## src/rtl/alarm_ctrl.sv

```systemverilog
// Alarm sequencer driving ALARM_ENABLE/ALARM_DOING for the piezo; all outputs registered, 1-cycle latency.
// Define ALARM_PULSE_EN for a 1 s on / 1 s off ALARM_DOING cadence while ringing (default: steady on).
module alarm_ctrl #(
  parameter int RING_SEC   = 60,
  parameter int SNOOZE_SEC = 300,
  parameter int MAX_SNOOZE = 3
) (
  input  logic       CLK,
  input  logic       RESETN,
  input  logic       TICK_1S,
  input  logic [4:0] CUR_HOUR,
  input  logic [5:0] CUR_MIN,
  input  logic [5:0] CUR_SEC,
  input  logic [4:0] SET_HOUR,
  input  logic [5:0] SET_MIN,
  input  logic       ALM_SET,
  input  logic       ALM_ON,
  input  logic       KEY_STOP,
  input  logic       KEY_SNOOZE,
  output logic       ALARM_ENABLE,
  output logic       ALARM_DOING,
  output logic [1:0] STATE,
  output logic [3:0] SNOOZE_NUM,
  output logic [4:0] ALM_HOUR,
  output logic [5:0] ALM_MIN
);

  typedef enum logic [1:0] {
    S_IDLE    = 2'd0,
    S_ARMED   = 2'd1,
    S_RINGING = 2'd2,
    S_SNOOZE  = 2'd3
  } state_t;

  localparam logic [15:0] RING_LAST   = 16'(RING_SEC - 1);
  localparam logic [15:0] SNOOZE_LAST = 16'(SNOOZE_SEC - 1);
  localparam logic [3:0]  SNOOZE_MAX  = 4'(MAX_SNOOZE);

  state_t      state_q, state_d;
  logic [15:0] cnt_q, cnt_d;
  logic [3:0]  snooze_num_q, snooze_num_d;
  logic [4:0]  alm_hour_q, alm_hour_d;
  logic [5:0]  alm_min_q, alm_min_d;
  logic        enable_q, enable_d;
  logic        doing_q, doing_d;
  logic        alarm_match;
  logic        ring_tick;

  assign alarm_match = TICK_1S && (CUR_HOUR == alm_hour_q) && (CUR_MIN == alm_min_q) &&
                       (CUR_SEC == 6'd0);

  always_comb begin
    state_d      = state_q;
    cnt_d        = cnt_q;
    snooze_num_d = snooze_num_q;
    alm_hour_d   = alm_hour_q;
    alm_min_d    = alm_min_q;
    ring_tick    = 1'b0;

    if (ALM_SET) begin
      alm_hour_d = SET_HOUR;
      alm_min_d  = SET_MIN;
    end

    if (!ALM_ON) begin
      state_d      = S_IDLE;
      cnt_d        = 16'd0;
      snooze_num_d = 4'd0;
    end else begin
      unique case (state_q)
        S_IDLE: begin
          state_d      = S_ARMED;
          snooze_num_d = 4'd0;
        end
        S_ARMED: begin
          // A key press in the match cycle swallows the tick, so no ring starts.
          if (!KEY_STOP && !KEY_SNOOZE && alarm_match) begin
            state_d = S_RINGING;
            cnt_d   = 16'd0;
          end
        end
        S_RINGING: begin
          if (KEY_STOP) begin
            state_d      = S_ARMED;
            snooze_num_d = 4'd0;
          end else if (KEY_SNOOZE) begin
            if (snooze_num_q < SNOOZE_MAX) begin
              state_d      = S_SNOOZE;
              snooze_num_d = snooze_num_q + 4'd1;
              cnt_d        = 16'd0;
            end else begin
              state_d      = S_ARMED;
              snooze_num_d = 4'd0;
            end
          end else if (TICK_1S) begin
            if (cnt_q == RING_LAST) begin
              state_d      = S_ARMED;
              snooze_num_d = 4'd0;
            end else begin
              cnt_d     = cnt_q + 16'd1;
              ring_tick = 1'b1;
            end
          end
        end
        S_SNOOZE: begin
          if (KEY_STOP) begin
            state_d      = S_ARMED;
            snooze_num_d = 4'd0;
          end else if (TICK_1S) begin
            if (cnt_q == SNOOZE_LAST) begin
              state_d = S_RINGING;
              cnt_d   = 16'd0;
            end else begin
              cnt_d = cnt_q + 16'd1;
            end
          end
        end
        default: state_d = S_IDLE;
      endcase
    end

    enable_d = (state_d != S_IDLE);
`ifdef ALARM_PULSE_EN
    if (state_d != S_RINGING) begin
      doing_d = 1'b0;
    end else if (state_q != S_RINGING) begin
      doing_d = 1'b1;
    end else if (ring_tick) begin
      doing_d = ~doing_q;
    end else begin
      doing_d = doing_q;
    end
`else
    doing_d = (state_d == S_RINGING);
`endif
  end

  always_ff @(posedge CLK) begin
    if (!RESETN) begin
      state_q      <= S_IDLE;
      cnt_q        <= 16'd0;
      snooze_num_q <= 4'd0;
      alm_hour_q   <= 5'd0;
      alm_min_q    <= 6'd0;
      enable_q     <= 1'b0;
      doing_q      <= 1'b0;
    end else begin
      state_q      <= state_d;
      cnt_q        <= cnt_d;
      snooze_num_q <= snooze_num_d;
      alm_hour_q   <= alm_hour_d;
      alm_min_q    <= alm_min_d;
      enable_q     <= enable_d;
      doing_q      <= doing_d;
    end
  end

  assign ALARM_ENABLE = enable_q;
  assign ALARM_DOING  = doing_q;
  assign STATE        = state_q;
  assign SNOOZE_NUM   = snooze_num_q;
  assign ALM_HOUR     = alm_hour_q;
  assign ALM_MIN      = alm_min_q;

endmodule

```

## config.mk

```make
export PLATFORM = sky130hd
export DESIGN_NAME = alarm_ctrl
export DESIGN_NICKNAME = d
export VERILOG_FILES = /design/src/rtl/alarm_ctrl.sv
export SDC_FILE = /design/constraint.sdc
export NUM_CORES = 1
export LEC_CHECK = 0
export CAP_MARGIN = 20
export CORE_ASPECT_RATIO = 1.2
export CORE_UTILIZATION = 39
export DETAILED_ROUTE_END_ITERATION = 8
export PLACE_DENSITY = 0.73
export SETUP_SLACK_MARGIN = 0.15
export SKIP_LAST_GASP = 1
export SLEW_MARGIN = 20
export SYNTH_ARGS = -nofsm -noshare
export SYNTH_HDL_FRONTEND = slang
export SYNTH_SLANG_ARGS = --single-unit
```

## constraint.sdc

```tcl
create_clock -name CLK -period 2.33 [get_ports CLK]
set_input_delay 0.466 -clock CLK [delete_from_list [all_inputs] [get_ports CLK]]
set_output_delay 0.466 -clock CLK [all_outputs]
set_load 0.03 [all_outputs]
```

; ---- Word level (Yosys, flattened, before mapping)
; Index checks and enable logic that the tools add are counted.
[op_classes]
add_sub_neg = 2
order_cmp = 1
n_eq_ne = 18
n_mux = 28
n_reduce_logical = 15
[ops]
columns = cell, n
row1 = $mux 16, 9
row2 = $pmux 16 s3, 1
row3 = $mux 4, 6
row4 = $mux 2, 10
row5 = $add 16x1->16 const B, 1
row6 = $eq 16x6->1 const B, 1
row7 = $eq 16x9->1 const B, 1
row8 = $pmux 4 s3, 1
row9 = $ne 2x2->1 const B, 5
row10 = $ne 3x3->1 const B, 3
row11 = $ne 4x4->1 const B, 2
row12 = $pmux 2 s4, 1
row13 = $reduce_and 8->1, 1
row14 = $eq 2x2->1 const B, 3
row15 = $eq 6x6->1, 1
row16 = $logic_not 6->1, 1
row17 = $reduce_bool 3->1, 2
row18 = $eq 5x5->1, 1
row19 = $logic_and 1x1->1, 5
row20 = $add 4x1->4 const B, 1
row21 = $lt 4x2->1 const B, 1
row22 = $reduce_and 4->1, 1
row23 = $eq 2x1->1 const B, 1
row24 = $logic_not 1->1, 2
row25 = 3 further kinds, 3
[totals]
reg_bits = 35
inputBits = 35
out_inout_bits = 19
elab_cells = 71

; ---- Logic depth before layout (Yosys ltp)
; Gate-level depths: netlist of run 1.
[depth]
word_depth = 9
depth_mapped = 7
depth_no_buf = 6

; ---- Worst setup path after synthesis of run 1
; Ideal clock, no wire load.
[synth_path]
path_kind = reg-to-reg
startpoint = register state_q[0], in the netlist STATE[0]
endpoint = register cnt_q[10]
setup_time_ns = 0.137
arrival_time_ns = 1.929
slack_ns = 0.264
stages_incl_launch_ff = 8
path_buffers = 2
period_less_slack_ns = 2.066
cell_sequence = dfxtp_1 -> buf_4 -> nor4b_2 -> nand4_1 -> or4_1 -> buf_2 -> a31oi_4 -> o221ai_1
[synth_between]
elab_chain_cells = 3
[synth_rtl]
columns = element, line_no
row1 = start: declaration, 39  ; state_t state_q, state_d;
row2 = start signal: assignment, 148  ; state_q <= state_d;
row3 = $eq 2x2->1 / $eq 2x1->1 (equally long branches), 70  ; unique case (state_q)
row4 = $ne 3x3->1 (no line) (tied with other cells), n/a
row5 = $reduce_and 8->1 (no line), n/a
row6 = end signal: assignment, 149  ; cnt_q <= cnt_d;
row7 = end: declaration, 40  ; logic [15:0] cnt_q, cnt_d;
; Parallel ways exist; a longest one is shown, timed or not.
; A chain may end at the register's enable or synchronous reset.

; ---- Final worst setup path of run 1
[layout_path]
startpoint = input port TICK_1S
endpoint = register cnt_q[2]
[layout_between]
elab_chain_cells = 6
[layout_rtl]
columns = element, line_no
row1 = start: declaration, 10  ; input logic TICK_1S,
row2 = $logic_and 1x1->1 (3 in a row), 49  ; assign alarm_match = TICK_1S && (CUR_HOUR == alm_hour_q) && (CUR_MIN == alm_min_q) &&
row3 = $logic_and 1x1->1, 77  ; if (!KEY_STOP && !KEY_SNOOZE && alarm_match) begin
row4 = $ne 2x2->1 (no line), n/a
row5 = $reduce_and 8->1 (no line) (*), n/a
; Mark *: on every way between the ends. The rest lies on a longest branch, timed or not.

==> results of run 1 <==
[cell type report]
type | instances | area [um^2]
Multi-Input combinational cell | 181 | 1220
Sequential cell | 35 | 701
Fill cell | 447 | 2040
Inverter | 14 | 52.6
Tap cell | 60 | 75.1
Clock buffer | 7 | 76.3
Timing Repair Buffer | 77 | 771
Clock inverter | 1 | 5.00
[kinds of logic (layout without fill, tap and decap cells)]
family	after synthesis	in the layout	share of synthesized area [%]
AND/OR/NAND/NOR	118	118	32.9
XOR/XNOR	11	11	4.81
flip-flops	35	35	35.0
AO/OA/AOI/OAI	37	37	13.8
buffers and inverters	28	99	5.75
multiplexers	13	13	6.56
adder cells (fa/ha/maj)	2	2	1.25
[worst min-delay path by stage]
| stage | from | to | slack (ns) | cells after the start |
|---|---|---|---|---|
| global placement | SNOOZE_NUM[3]$_SDFFE_PN0P_ | SNOOZE_NUM[3]$_SDFFE_PN0P_ | 0.49 | 1 |
| CTS | SNOOZE_NUM[3]$_SDFFE_PN0P_ | SNOOZE_NUM[3]$_SDFFE_PN0P_ | 0.50 | 1 |
| detailed placement | SNOOZE_NUM[3]$_SDFFE_PN0P_ | SNOOZE_NUM[3]$_SDFFE_PN0P_ | 0.49 | 1 |
| global route | SNOOZE_NUM[2]$_SDFFE_PN0P_ | SNOOZE_NUM[2]$_SDFFE_PN0P_ | 0.53 | 1 |
| finish | SNOOZE_NUM[3]$_SDFFE_PN0P_ | SNOOZE_NUM[3]$_SDFFE_PN0P_ | 0.51 | 1 |
| floorplan | cnt_q[1]$_SDFFE_PN0P_ | cnt_q[1]$_SDFFE_PN0P_ | 0.49 | 2 |
[where the power goes]
| part | internal [mW] | total (mW) | leakage [nW] | switching [mW] |
|---|---|---|---|---|
| clock network | 0.210 | 0.424 | 0.0422 | 0.214 |
| logic | 0.121 | 0.212 | 0.795 | 0.0903 |
| registers | 0.611 | 0.623 | 0.285 | 0.0115 |
| total | 0.942 | 1.26 | 1.12 | 0.316 |
[repair_timing]
action	4_1_cts	5_1_grt
setup endpoints to repair	12	16
pin swaps	1	11
setup buffers	1	0
gates resized for setup	1	18
hold endpoints to repair	0	0
gates cloned	0	1
[worst reg2reg max path: stages, from the launching register on]
cell,delay [ns]
sky130_fd_sc_hd__dfxtp_1,0.43
sky130_fd_sc_hd__ha_1,0.23
sky130_fd_sc_hd__nor4bb_2,0.38
sky130_fd_sc_hd__and4_1,0.30
sky130_fd_sc_hd__a21oi_2,0.12
sky130_fd_sc_hd__buf_4,0.20
sky130_fd_sc_hd__nand4_1,0.09
sky130_fd_sc_hd__o221ai_1,0.10
[layout by cell type, fill, tap and decap left out, types with 2 or more instances in the layout]
master,count
sky130_fd_sc_hd__nor2_1,13
sky130_fd_sc_hd__and4_1,3
sky130_fd_sc_hd__nand3_1,14
sky130_fd_sc_hd__o21ai_0,4
sky130_fd_sc_hd__buf_4,22
sky130_fd_sc_hd__a211oi_1,2
sky130_fd_sc_hd__nor4_1,2
sky130_fd_sc_hd__o221ai_1,9
sky130_fd_sc_hd__clkbuf_8,5
sky130_fd_sc_hd__ha_1,2
sky130_fd_sc_hd__dlymetal6s2s_1,12
sky130_fd_sc_hd__nor2b_1,14
sky130_fd_sc_hd__clkbuf_1,2
sky130_fd_sc_hd__nand4_1,23
sky130_fd_sc_hd__and3_1,5
sky130_fd_sc_hd__nor4bb_1,2
sky130_fd_sc_hd__nor3_2,2
sky130_fd_sc_hd__inv_1,14
sky130_fd_sc_hd__xnor2_1,10
sky130_fd_sc_hd__nand2_1,22
sky130_fd_sc_hd__a21oi_1,7
sky130_fd_sc_hd__o21a_1,2
sky130_fd_sc_hd__dfxtp_1,35
sky130_fd_sc_hd__a31oi_1,3
sky130_fd_sc_hd__mux2i_1,12
sky130_fd_sc_hd__clkdlybuf4s50_1,41
sky130_fd_sc_hd__nor3_1,8
[sequential cells by signal, indices dropped and copies added, names as in the netlist]
signal,count
cnt_q,16
STATE,2
SNOOZE_NUM,4
ALARM_DOING,1
ALM_HOUR,5
ALARM_ENABLE,1
ALM_MIN,6
[metal layers]
metal | track usage, % | wire [um] | up-vias | part of all wire, %
li1 | - | - | 1041 | -
met3 | 5.97 | 320 | 11 | 5.8
met4 | 5.96 | 95 | 0 | 1.7
met2 | 33.7 | 2720 | 85 | 49
met5 | 0 | 0 | - | 0
met1 | 25.1 | 2420 | 955 | 44
==> out/metrics.yaml, run 1 <==
outcome: "complete, no violations"
holdCritPathClass: "reg2reg"
critical_path.reg2reg.endpoint: "cnt_q[9]$_SDFFE_PN0P_"
maxCapViolations: 0
inserted_clock_buffers: 5
io-pin-count: 54
finalInstanceArea_mm2: 0.00290
power_density_mw_per_mm2: 433
setup_violations: 0
rsz0062_at_grt: "false"
drive_above_1_share_pct: 13.0
route.detailed.drc: 0
synth.cell_area_mm2: 0.00200
drt_first_pass_iters: 4
post-synth-top-count-cell: "sky130_fd_sc_hd__dfxtp_1"
clock_latency_ns: 0.29
post_layout_nonfiller_instances: 375
chipHeight_um: 80.5
min_period_over_period_pct: 91.2
chipWidth_um: 67.4
worst_r2r_path_depth: 7
clkSinkCount: 35
grt_start_max_net_pins: 15
crit_required_ns: 2.48
detailedPlace.worstSlack_ns: -0.281
ys_ff_latch: 35
path_max_fanout: 5
gp_congestion: 0.874
floorplan.core_area_mm2: 0.00494
io_buffers: 53
route.detailed.vias_per_inst: 5.58
layout_min_cycle_time_ns: 2.12
critical_path.endpoint_type: "flop"
grt_pass1_wl_um: 8420
setup-tns-final_ns: 0
cts_tree: "yes"
timing.clock.skew_ns: 0.00523
synth_top_flop_cell: "sky130_fd_sc_hd__dfxtp_1"
cpPeakStageDelay_ns: 0.55
global_route.usage.total_pct: 20.4
postPlaceCellArea_mm2: 0.00271
hold_buffers: 0
pin_slew_with_the_least_headroom_to_its_limit_ns: 0.496
reg2reg_setup_slack_ns: 0.35
fin_ws_ns: 0.206
timing.critical_path.to: "cnt_q[2]$_SDFFE_PN0P_"
detail_route.iter0.violations: 144
floorplan_row_count: 28
hold_ws_ns: 0.508
peakVddDrop_v: 0.000261
worst_setup_path_start_kind: "input port"
power_leakage_nw: 1.12
worst_setup_path_startpoint: "TICK_1S"
timing.slew.headroom_pct: 66.9
placed_instance_count: 365
ctsHtreeMaxLevel: 2
fmaxAchievable_mhz: 471
cp_slowest_cell: "sky130_fd_sc_hd__or4_4"
grt_overflow_total: 0
wl_um: 5550
critPathBufInv: 2
final_hold_viol_count: 0
syn-num-nets: 281
worst_path_dominant_cell_family: "buffers and inverters"
clkTransAtPathRegs_ns: 0.07
synth.area.top_cells: "sky130_fd_sc_hd__dfxtp_1 (35%), sky130_fd_sc_hd__nand4_1 (7.2%), sky130_fd_sc_hd__mux2i_1 (6.0%)"
yosys.area.top_type: "sky130_fd_sc_hd__dfxtp_1"
yosys_warnings: 0
clock_tree.root_cell: "sky130_fd_sc_hd__clkbuf_8"
cp_num_cells: 6
design_power_total_mw: 1.26
start_util_pct: 40.5
detailroute.via_count: 2092
synth_area_per_cell_um2: 8.20
fp.dieArea_mm2: 0.00543
synthCells: 244
yosys-top-cells-count: "sky130_fd_sc_hd__dfxtp_1 (35), sky130_fd_sc_hd__nand4_1 (23), sky130_fd_sc_hd__nand2_1 (22)"
share_of_yosys_cell_area_claimed_by_the_top_area_cell_type_pct: 35.0
drtAntennaViolNets: 0
timing.critical_path.arrival_ns: 2.28
timing_worst_setup_path_type: "in2reg"
wire_per_inst_um: 14.8
asr_flop_ratio_synth_pct: 0
antenna_found_initial: 0
timing.rr.start: "cnt_q[0]$_SDFFE_PN0P_"
antenna_cells: 0
synth.lib_cells_used.distinct: 43
synth-edff-count: 0
yosysSeqAreaShare_pct: 35.0
crit_chain: "clkdlybuf4s50_1 -> nand4_1 -> or4_4 -> a31oi_4 -> clkbuf_16 -> o221ai_1"
final_max_slew_viol_count: 0
fin_util_pct: 58.8
dp_hpwl_um: 3960
grt_pass1_vias: 1826
maximum_number_of_buffers_from_clock_root_to_sink: 2
final_nets: 351
area_growth_syn_to_layout_pct: 45.1
Note: power is estimated with default switching activity, not from simulation.
==> run 2: changes to the inputs <==
--- a/config.mk
+++ b/config.mk
@@ -9,7 +9,7 @@
 export CORE_ASPECT_RATIO = 1.2
 export CORE_UTILIZATION = 39
 export DETAILED_ROUTE_END_ITERATION = 8
-export PLACE_DENSITY = 0.73
+export PLACE_DENSITY_LB_ADDON = 0.2
 export SETUP_SLACK_MARGIN = 0.15
 export SKIP_LAST_GASP = 1
 export SLEW_MARGIN = 20
==> run 2 against run 1 <==
Sequential power hardly changed. Cell area rose by 0.39%. Critical path type unchanged. Combinational power fell by 2%. Worst hold slack lost 0.014 ns. Register-to-register slack worse by 0.05 ns. Core utilization is 0.23 points higher. Count of clock-buffer cells in the layout unchanged.
==> out/metrics.yaml, run 2 (synthesized netlist as in run 1, its figures left out) <==
outcome: "complete, no violations"
grt_start_max_net_pins: 12  # -3
clkSinkCount: 35  # unchanged
detail_route.iter0.violations: 147  # +2.1%
antenna_found_initial: 0  # unchanged
hold_ws_ns: 0.495  # -0.0136 ns
reg2reg_setup_slack_ns: 0.30  # -0.05 ns
critical_path.endpoint_type: "flop"
fmaxAchievable_mhz: 479  # +1.8%
final_nets: 355  # +1.1%
worst_setup_path_startpoint: "KEY_SNOOZE"
ctsHtreeMaxLevel: 2  # unchanged
fin_util_pct: 59.0  # +0.23 points
area_growth_syn_to_layout_pct: 45.6
layout_min_cycle_time_ns: 2.09  # -0.0382 ns
maxCapViolations: 0  # unchanged
number_of_flip_flops_in_the_largest_register: 16  # unchanged
route.detailed.drc: 0  # unchanged
route.detailed.vias_per_inst: 5.45  # -2.4%
path_max_fanout: 5  # unchanged
drt_first_pass_iters: 4  # unchanged
critPathBufInv: 3  # +1
worst_path_dominant_cell_family: "buffers and inverters"
floorplan_row_count: 28  # unchanged
cp_slowest_cell: "sky130_fd_sc_hd__or4_4"
setup_violations: 0  # unchanged
power_leakage_nw: 1.13  # +0.44%
rsz0062_at_grt: "false"
wl_um: 5030  # -9.4%
crit_chain: "clkdlybuf4s50_1 -> inv_1 -> nand4_1 -> or4_4 -> a31oi_4 -> clkbuf_16 -> o221ai_1"
timing.rr.start: "SNOOZE_NUM[0]$_SDFFE_PN0P_"
clock_latency_ns: 0.29  # about the same
final_hold_viol_count: 0  # unchanged
setup-tns-final_ns: 0  # unchanged
clock_tree.root_cell: "sky130_fd_sc_hd__clkbuf_8"
timing.clock.skew_ns: 0.00511  # -0.000118 ns
power_density_mw_per_mm2: 430  # -0.74%
worst_setup_path_start_kind: "input port"
wire_per_inst_um: 13.3  # -10%
holdCritPathClass: "reg2reg"
cpPeakStageDelay_ns: 0.54  # about the same
postPlaceCellArea_mm2: 0.00274  # +1.1%
detailroute.via_count: 2064  # -1.3%
peakVddDrop_v: 0.000219  # -16%
drive_above_1_share_pct: 13.2  # +0.15 points
crit_required_ns: 2.49  # about the same
io_buffers: 53  # unchanged
min_period_over_period_pct: 89.5  # -1.6 points
hold_buffers: 0  # unchanged
maximum_number_of_buffers_from_clock_root_to_sink: 2  # unchanged
grt_overflow_total: 0  # unchanged
clkTransAtPathRegs_ns: 0.07  # about the same
chipWidth_um: 67.4  # unchanged
start_util_pct: 40.5  # unchanged
timing.slew.headroom_pct: 68.4  # +1.5 points
antenna_cells: 0  # unchanged
timing_worst_setup_path_type: "in2reg"
final_max_slew_viol_count: 0  # unchanged
timing.hold.worst.start: "SNOOZE_NUM[3]$_SDFFE_PN0P_"
finalInstanceArea_mm2: 0.00292  # +0.39%
gp_congestion: 0.875  # about the same
fp.dieArea_mm2: 0.00543  # unchanged
layout_common_cells: "sky130_fd_sc_hd__clkdlybuf4s50_1 (42), sky130_fd_sc_hd__dfxtp_1 (35), sky130_fd_sc_hd__buf_4 (26), sky130_fd_sc_hd__nand4_1 (23), sky130_fd_sc_hd__nand2_1 (22)"
grt_pass1_vias: 1918  # +5.0%
largest-register: "cnt_q"
chipHeight_um: 80.5  # unchanged
inserted_clock_buffers: 5  # unchanged
io-pin-count: 54  # unchanged
global_route.usage.total_pct: 20.3  # -0.076 points
floorplan.core_area_mm2: 0.00494  # unchanged
cts_tree: "yes"
dp_hpwl_um: 3740  # -5.6%
grt_pass1_wl_um: 8480  # +0.66%
final_common_cell: "sky130_fd_sc_hd__clkdlybuf4s50_1"
drtAntennaViolNets: 0  # unchanged
timing.critical_path.arrival_ns: 2.24  # -0.04 ns
pin_slew_with_the_least_headroom_to_its_limit_ns: 0.470  # -0.0259 ns
## run 2: cell types whose count changed in the layout (fill, tap and decap cells not counted), sizes merged
| cell | delta |
|---|---|
| clkdlybuf4s50 | +1 |
| buf | +4 |
| dlymetal6s2s | -1 |
## run 2: routing by layer
layer,part of all wire (%),GRT usage (%),vias up
li1,-,-,1046
met1,46,25.8,933
met2,46,32.1,79
met3,6.8,6.11,6
met4,1.1,6.81,0
met5,0,0,-
## run 2: final cells by class
class | instances | area (um^2)
Fill cell | 450 | 2020
Inverter | 14 | 52.6
Sequential cell | 35 | 701
Timing Repair Buffer | 81 | 798
Clock inverter | 1 | 5.00
Clock buffer | 7 | 76.3
Tap cell | 60 | 75.1
Multi-Input combinational cell | 181 | 1210
## run 2: final timing paths
check	endpoint	depth (start not counted)
setup reg to reg	cnt_q[9]$_SDFFE_PN0P_	7
hold / removal	SNOOZE_NUM[3]$_SDFFE_PN0P_	1
hold reg to reg	SNOOZE_NUM[3]$_SDFFE_PN0P_	1
setup / recovery	cnt_q[9]$_SDFFE_PN0P_	7
## run 2: repair_timing
action,4_1_cts,5_1_grt
endpoints found under the hold margin,0,0
resized for setup,0,15
endpoints found under the setup margin,10,14
pin swaps,1,12
buffers inserted,1,0
cloned,0,1
## run 2: where the power goes
group	internal (mW)	leakage, nW	total, mW	switching, mW
sequential	0.611	0.285	0.622	0.0110
combinational	0.122	0.800	0.208	0.0867
clock	0.210	0.0422	0.423	0.214
## run 2: per-stage QoR
| step | cells | total power, mW | setup slack, ns |
|---|---|---|---|
| 6_report | 379 | 1.25 | 0.244 |
| 3_3_place_gp | 369 | 0.837 | -0.228 |
| 2_1_floorplan | 244 | 0.726 | 0.264 |
| 5_1_grt | 379 | 1.31 | 0.163 |
| 4_1_cts | 378 | 1.26 | 0.158 |
| 3_5_place_dp | 369 | 0.838 | -0.256 |
==> run 3: changes to the inputs <==
--- a/config.mk
+++ b/config.mk
@@ -9,7 +9,7 @@
 export CORE_ASPECT_RATIO = 1.2
 export CORE_UTILIZATION = 39
 export DETAILED_ROUTE_END_ITERATION = 8
-export PLACE_DENSITY_LB_ADDON = 0.2
+export PLACE_DENSITY = 0.74
 export SETUP_SLACK_MARGIN = 0.15
 export SKIP_LAST_GASP = 1
 export SLEW_MARGIN = 20
==> run 3 against run 2 <==
Sequential cell count is the same. Sequential power is essentially flat. Core utilization shrank 0.28 points. Largest power group unchanged. Critical endpoint unchanged. Wire length grew 3.6%. Global-route usage shrank 0.21 points. Combinational power is essentially flat. Clock skew grew 0.0024 ns.
==> out/metrics.yaml, run 3 (synthesized netlist as in run 1, its figures left out) <==
outcome: "complete, no violations"
crit_required_ns: 2.49  # about the same
floorplan.core_area_mm2: 0.00494  # unchanged
timing.critical_path.arrival_ns: 2.25  # about the same
clock_latency_ns: 0.29  # about the same
worst_path_dominant_cell_family: "buffers and inverters"
critical_path.endpoint_type: "flop"
peakVddDrop_v: 0.000245  # +12%
route.detailed.drc: 0  # unchanged
crit_chain: "clkdlybuf4s50_1 -> inv_1 -> nand4_1 -> or4_4 -> a31oi_4 -> clkbuf_16 -> o221ai_1"
cp_slowest_cell: "sky130_fd_sc_hd__or4_4"
floorplan_row_count: 28  # unchanged
wire_per_inst_um: 13.8  # +4.2%
dp_hpwl_um: 3900  # +4.3%
maxCapViolations: 0  # unchanged
grt_start_max_net_pins: 17  # +5
pin_slew_with_the_least_headroom_to_its_limit_ns: 0.535  # +0.0652 ns
layout_min_cycle_time_ns: 2.09  # +0.00823 ns
power.combinational.fraction_pct: 15.7  # -0.9 points
sw_frac_of_total_pct: 24.2  # -0.62 points
timing.slew.headroom_pct: 64.0  # -4.4 points
cts_tree: "yes"
area_growth_syn_to_layout_pct: 44.9
internal_power_mw: 1.00  # +6.2%
cpPeakStageDelay_ns: 0.55  # about the same
path_max_fanout: 5  # unchanged
inserted_clock_buffers: 5  # unchanged
number_of_flip_flops_in_the_largest_register: 16  # unchanged
setup_violations: 0  # unchanged
clkSinkCount: 35  # unchanged
timing_worst_setup_path_type: "in2reg"
antenna_found_initial: 0  # unchanged
power.sequential.fraction_pct: 47.1  # -2.5 points
final_max_slew_viol_count: 0  # unchanged
rsz0062_at_grt: "true"
ctsHtreeMaxLevel: 2  # unchanged
global_route.usage.total_pct: 20.1  # -0.21 points
power_density_mw_per_mm2: 455  # +5.9%
worst_setup_path_start_kind: "input port"
detailroute.via_count: 2069  # +0.24%
hold_ws_ns: 0.500  # +0.00539 ns
timing.clock.skew_ns: 0.00753  # +0.00242 ns
placed_instance_count: 368  # -0.27%
drive_above_1_share_pct: 12.0  # -1.2 points
wl_um: 5220  # +3.6%
grt_pass1_vias: 1891  # -1.4%
post-cts-setup-buffer-count: 0  # -1
post_layout_nonfiller_instances: 377  # -0.53%
start_util_pct: 40.5  # unchanged
final_hold_viol_count: 0  # unchanged
fp.dieArea_mm2: 0.00543  # unchanged
clock_power_share_pct: 37.2  # +3.5 points
maximum_number_of_buffers_from_clock_root_to_sink: 2  # unchanged
detailedPlace.worstSlack_ns: -0.211  # +0.0448 ns
hold_buffers: 0  # unchanged
clock_tree.root_cell: "sky130_fd_sc_hd__clkbuf_8"
detail_route.iter0.violations: 228  # +55%
drtAntennaViolNets: 0  # unchanged
min_period_over_period_pct: 89.9  # +0.35 points
setup-tns-final_ns: 0  # unchanged
clkTransAtPathRegs_ns: 0.07  # about the same
fmaxAchievable_mhz: 478  # -0.39%
chipWidth_um: 67.4  # unchanged
final_common_cell: "sky130_fd_sc_hd__clkdlybuf4s50_1"
io-pin-count: 54  # unchanged
power_leakage_nw: 1.12  # -0.49%
io_buffers: 53  # unchanged
net-switching-power_mw: 0.320  # +2.8%
holdCritPathClass: "reg2reg"
chipHeight_um: 80.5  # unchanged
grt_pass1_wl_um: 8430  # -0.58%
critPathBufInv: 3  # unchanged
fin_ws_ns: 0.236  # -0.00823 ns
drt_first_pass_iters: 4  # unchanged
grt_overflow_total: 0  # unchanged
gp_congestion: 0.856  # -2.1%
antenna_cells: 0  # unchanged
layout_common_cells: "sky130_fd_sc_hd__clkdlybuf4s50_1 (42), sky130_fd_sc_hd__dfxtp_1 (35), sky130_fd_sc_hd__buf_4 (24), sky130_fd_sc_hd__nand4_1 (23), sky130_fd_sc_hd__nand2_1 (22)"
route.detailed.vias_per_inst: 5.49  # +0.77%
final_nets: 353  # -0.56%
largest-register: "cnt_q"
[run 3: stage by stage]
stage / cell area, um^2 / total power [mW] / utilization [%]
finish: 2900 / 1.32 / 58.7
global placement: 2750 / 0.839 / 55.6
CTS: 2850 / 1.33 / 57.7
floorplan: 2000 / 0.726 / -
detailed placement: 2750 / 0.842 / 55.6
global route: 2900 / 1.38 / 58.7
[run 3: worst paths after layout]
kind	endpoint	startpoint	cells after the start	slack [ns]
setup / recovery	cnt_q[9]$_SDFFE_PN0P_	KEY_SNOOZE	7	0.24
hold / removal	SNOOZE_NUM[2]$_SDFFE_PN0P_	SNOOZE_NUM[2]$_SDFFE_PN0P_	1	0.50
setup reg to reg	cnt_q[9]$_SDFFE_PN0P_	SNOOZE_NUM[0]$_SDFFE_PN0P_	7	0.24
hold reg to reg	SNOOZE_NUM[2]$_SDFFE_PN0P_	SNOOZE_NUM[2]$_SDFFE_PN0P_	1	0.50
[run 3: layout make-up]
class | count | area [um^2]
fillers | 426 | 2040
multi-input cells | 181 | 1190
repair buffers | 79 | 783
flip-flops and latches | 35 | 701
clock buffers | 8 | 100
well taps | 60 | 75.1
inverters | 14 | 52.6
[run 3: power groups by stage]
stage	logic [mW]	clock network [mW]	registers, mW
after floorplan	0.0652	0	0.661
after global placement	0.203	0	0.636
after detailed placement	0.206	0	0.636
after CTS	0.206	0.503	0.623
after global routing	0.223	0.531	0.625
final	0.207	0.491	0.623
[run 3: layer usage]
metal  GRT usage (%)  up-vias  share of wire, %  wire (um)
li1                -     1044                 -          -
met4            5.53        0               1.2         60
met3            6.39        8               6.1        316
met5               0        -                 0          0
met1            24.4      954                45       2320
met2            33.5       63                48       2510
[run 3: worst register-to-register path: stages (launching register included)]
cell and delay, ns:
sky130_fd_sc_hd__dfxtp_1 0.34, sky130_fd_sc_hd__ha_1 0.20, sky130_fd_sc_hd__nor3_1 0.42, sky130_fd_sc_hd__mux2_2 0.26, sky130_fd_sc_hd__nand2_1 0.13, sky130_fd_sc_hd__a31oi_4 0.31, sky130_fd_sc_hd__clkbuf_16 0.19, sky130_fd_sc_hd__o221ai_1 0.11
[run 3: timing repair]
action / 4_1_cts / 5_1_grt
pin swaps: 0 / 14
gates resized for setup: 1 / 11
gates cloned: 0 / 1
setup endpoints to repair: 9 / 9
==> patch 1: new RTL, flow settings as in run 1 <==
Put one more register stage on the output `SNOOZE_NUM`, cleared by the reset. The value now appears one clock later. The other outputs are not delayed to match.
--- a/src/rtl/alarm_ctrl.sv
+++ b/src/rtl/alarm_ctrl.sv
@@ -160,3 +160,9 @@
   assign STATE        = state_q;
-  assign SNOOZE_NUM   = snooze_num_q;
+  always_ff @(posedge CLK) begin
+    if (!RESETN) begin
+      SNOOZE_NUM <= '0;
+    end else begin
+      SNOOZE_NUM <= snooze_num_q;
+    end
+  end
   assign ALM_HOUR     = alm_hour_q;
Function: changed (Yosys sat finds a counterexample within 4 cycles, from zero or initial values and one cycle with RESETN low).
==> patch 1 against run 1 <==
- wire length is 0.56% higher
- total power rose by 8.4%
- sequential share of layout area rose by 2.1 points
- global-route usage increased by 0.41 points
- area after synthesis is 3.7% higher
- worst hold slack worse by 0.028 ns
- worst setup slack got worse by 0.015 ns
- cell area up 2.8%
- core utilization up 0.83 points
- sequential cell count up 4
- largest cell class unchanged
- largest power group unchanged
==> patch 1: results (changes against run 1) <==
CP top delay family - simple AND/OR/NAND/NOR gates
DP HPWL - 4.024 mm (+1.5%)
proportion of layout cells with a drive suffix above 1 - 0.1683 (+0.03810)
worst vdd ir - 0.3082 mV (+18%)
Compound-Gate Fraction of Synth Area - 0.1567 (+0.01922)
ant diodes - 0 (unchanged)
largest net degree at the start of global routing - 19 (+4)
synth warn - 0 (unchanged)
sequential area share after synthesis - 0.3761 (+0.02613)
worst hold path startpoint - snooze_num_q[2]
Syn Nets - 278 (-1.1%)
clock skew - 0.01202 ns (+0.006795 ns)
Max clock buf depth - 2 (unchanged)
adder-cell share of the synthesized area - 0.01206 (-0.0004445)
pre-CTS setup slack - -0.4337 ns (-0.1529 ns)
CP max-delay cell - or4_1
Tot GR Track Use - 0.2083 (+0.004068)
worst r2r path cells - 6 (-1)
vias in the first global route - 1954 (+7.0%)
Worst Hold Slack - 0.4800 ns (-0.02818 ns)
mux share of post-synthesis cell area - 0.05787 (-0.007759)
CP Data Arrival Time - 2.36 ns (+0.08 ns)
Worst R2R Start - STATE[1]
Initial DRC Count - 83 (-42%)
mean post-synth cell area - 8.613 µm² (+5.0%)
top cells by area, synth - dfxtp_1 (38%), mux2i_1 (5.8%), nand2_1 (5.6%), nor2b_1 (3.9%), xor2_1 (3.8%)
first-pass detailed-route iteration total - 4 (unchanged)
Post-synth top cells - dfxtp_1 (39), nand2_1 (31), nor2b_1 (13)
via/cell ratio - 5.645 (+1.2%)
hold endpoint - snooze_num_q[2]
Avg WL per Cell - 14.89 µm (+0.56%)
Post-Route WL - 5.585 mm (+0.56%)
max reg flops - 16 (unchanged)
Worst Setup EP - cnt_q[1]
Netlist cell types - 55 (+28%)
Top reg by flops - cnt_q
Slew headroom - 0.7585 (+0.08913)
CP Max Fanout - 6 (+1)
Synth Area in XOR/XNOR - 0.03797 (-0.01015)
Multi-input gate area - 1301 µm² (+6.3%)
nets@finish - 351 (unchanged)
placed cell areas - 2806 µm² (+3.6%)
setup slack, reg-to-reg - 0.21 ns (-0.14 ns)
hold depth - 1 (unchanged)
clock latency on the worst-skew pair - 0.29 ns (about the same)
Filler Cell Count - 453 (+1.3%)
Setup crit start - CUR_SEC[1]
RD Place Congestion - 0.8865 (+1.4%)
status - complete, no violations
first-pass GRT wire length - 8.721 mm (+3.5%)
ys async rst share - 0 (unchanged)
DRC viols - 0 (unchanged)
Worst path max stage delay - 0.51 ns (-0.04 ns)
period utilisation layout - 0.9181 (+0.006513)
count of input and output buffers - 53 (unchanged)
leakage - 1.126 nW (+0.41%)
type of the most critical hold path - reg2reg
-- patch 1: changes by cell type in the layout (fill, tap and decap cells not counted), sizes merged, moves of 5 or more --
cell / change
xnor2: -11
clkdlybuf4s50: +7
dlymetal6s2s: -10
a21oi: -5
nor2: -5
and2: +6
inv: -8
nand3: -5
nand4: -17
xor2: +9
nor4: +5
o221ai: -9
nand2: +9
-- patch 1: what timing repair did --
item / in CTS / in global routing
pin swaps: 20 / 5
gates cloned: 1 / 0
resized for setup: 15 / 14
setup buffers: 0 / 1
hold buffers: 0 / 0
endpoints found under the hold margin: 0 / 0
endpoints found under the setup margin: 19 / 19
-- patch 1: final cells by class --
type / count / area share
multi-input cells: 184 / 0.4357
flip-flops and latches: 39 / 0.2627
repair buffers: 77 / 0.2371
clock buffers: 7 / 0.02891
well taps: 60 / 0.02514
inverters: 7 / 0.008798
clock inverters: 1 / 0.001676
-- patch 1: per-layer routing --
| metal | wire length (µm) | track usage | part of all wire | up-vias |
|---|---|---|---|---|
| met3 | 422 | 0.04583 | 0.076 | 7 |
| met4 | 89 | 0.08333 | 0.016 | 0 |
| li1 | - | - | - | 1044 |
| met5 | 0 | 0 | 0 | - |
| met2 | 2684 | 0.3716 | 0.48 | 71 |
| met1 | 2388 | 0.2337 | 0.43 | 995 |
-- patch 1: power breakdown --
| part | internal [mW] | total [mW] | leakage (nW) | switching, mW |
|---|---|---|---|---|
| logic | 0.113 | 0.207 | 0.760 | 0.0939 |
| registers | 0.678 | 0.690 | 0.318 | 0.0121 |
| clock network | 0.239 | 0.466 | 0.0482 | 0.228 |
==> patch 2: new RTL, flow settings as in run 1 <==
Made on the original files. Build with the macro `ALARM_PULSE_EN` defined.
--- a/src/rtl/alarm_ctrl.sv
+++ b/src/rtl/alarm_ctrl.sv
@@ -2,2 +2,4 @@
 // Define ALARM_PULSE_EN for a 1 s on / 1 s off ALARM_DOING cadence while ringing (default: steady on).
+`define ALARM_PULSE_EN
+
 module alarm_ctrl #(
Behaviour: not the same (a bounded check fails within 4 cycles, from zero or initial values and one cycle with RESETN low).
==> patch 2 against run 1 <==
- sequential cell count unchanged
- synthesized cell count shrank 17%
- first-iteration DRC count shrank 49%
- area after synthesis fell by 8.9%
- wire length decreased by 4.8%
- clock power grew 20%
- sequential share of layout area about the same
- via count is 10% lower
- total power is 7.9% higher
- register-to-register slack worse by 0.21 ns
- cell area rose by 1.6%
- final cell count decreased by 7.5%
- worst setup slack got worse by 0.080 ns
- largest power group unchanged
==> patch 2: results (changes against run 1) <==
status - complete, no violations
final cell count without fillers - 347 (-7.5%)
worst r2r path cells - 8 (+1)
placed cell areas - 2566 µm² (-5.3%)
sequential area share after synthesis - 0.3844 (+0.03435)
Slew @ Worst Pin - 0.4049 ns (-0.09098 ns)
pre-CTS setup slack - -0.5419 ns (-0.2611 ns)
placed insts - 324 (-11%)
ant diodes - 0 (unchanged)
worst vdd ir - 0.3115 mV (+19%)
RD Place Congestion - 0.8621 (-1.4%)
Compound-Gate Fraction of Synth Area - 0.1784 (+0.04095)
mean post-synth cell area - 9.025 µm² (+10%)
top cells by area, synth - dfxtp_1 (38%), mux2i_1 (7.7%), nor2b_1 (4.5%), a31oi_1 (3.8%), nand2_1 (3.1%)
CP Max Fanout - 7 (+2)
Tot GR Track Use - 0.2242 (+0.02001)
first-pass GRT wire length - 8.590 mm (+2.0%)
Post-synth top cells - dfxtp_1 (35), nand2_1 (15), mux2i_1 (14)
via/cell ratio - 5.421 (-2.8%)
FMAX - 453.8 MHz (-3.6%)
adder-cell share of the synthesized area - 0.01373 (+0.001227)
CP top delay family - simple AND/OR/NAND/NOR gates
Initial DRC Count - 73 (-49%)
first-pass detailed-route iteration total - 5 (+1)
nets@finish - 327 (-6.8%)
Syn Nets - 239 (-15%)
clock skew - 0.008993 ns (+0.003762 ns)
leakage - 1.200 nW (+6.9%)
Post-Route WL - 5.290 mm (-4.8%)
proportion of layout cells with a drive suffix above 1 - 0.2990 (+0.1688)
[patch 2: cell types whose count changed after synthesis, moves of 5 or more]
cell      change
xnor2_1       -9
nand2_1       -7
nor2_1        -7
o221ai_1      -7
clkbuf_1      -5
nor3_1        -6
a31oi_1       +8
nand4_1      -20
nand3_1       -7
xor2_1        +6
[patch 2: power breakdown]
group,internal (mW),total (mW),leakage (nW),switching (mW)
registers,0.612,0.628,0.288,0.0165
logic,0.125,0.219,0.861,0.0945
clock network,0.269,0.510,0.0505,0.241
[patch 2: routing by layer]
metal / part of all wire / up-vias / track usage
met5: 0 / - / 0
met4: 0.019 / 0 / 0.09556
met3: 0.046 / 11 / 0.05804
met2: 0.52 / 52 / 0.3821
met1: 0.42 / 888 / 0.2603
li1: - / 930 / -
[patch 2: logic make-up after synthesis]
group	after synthesis
simple gates	79
compound gates	46
flops	35
buf+inv	18
mux	14
xor+xnor	8
fa+ha+maj	2
[patch 2: layout make-up]
cell class / count / area (µm²)
fill: 368 / 1410
clock inverter: 1 / 7.507
inverter: 12 / 45.04
timing repair buffer: 87 / 822.0
clock buffer: 7 / 96.34
sequential: 35 / 710.7
tap: 56 / 70.07
multi-input combinational: 149 / 1197
[patch 2: worst paths after layout]
check	start	endpoint	slack, ns
worst max-delay path	CUR_SEC[5]	cnt_q[13]	0.13
worst min-delay path	SNOOZE_NUM[2]	SNOOZE_NUM[2]	0.50
worst min register to register	SNOOZE_NUM[2]	SNOOZE_NUM[2]	0.50
worst max register to register	ALM_HOUR[0]	cnt_q[13]	0.14
[patch 2: what timing repair did]
item | in CTS | in global routing
pin swaps | 20 | 14
endpoints found under the setup margin | 18 | 20
cloned | 1 | 0
buffers inserted | 12 | 2
resized for setup | 51 | 16
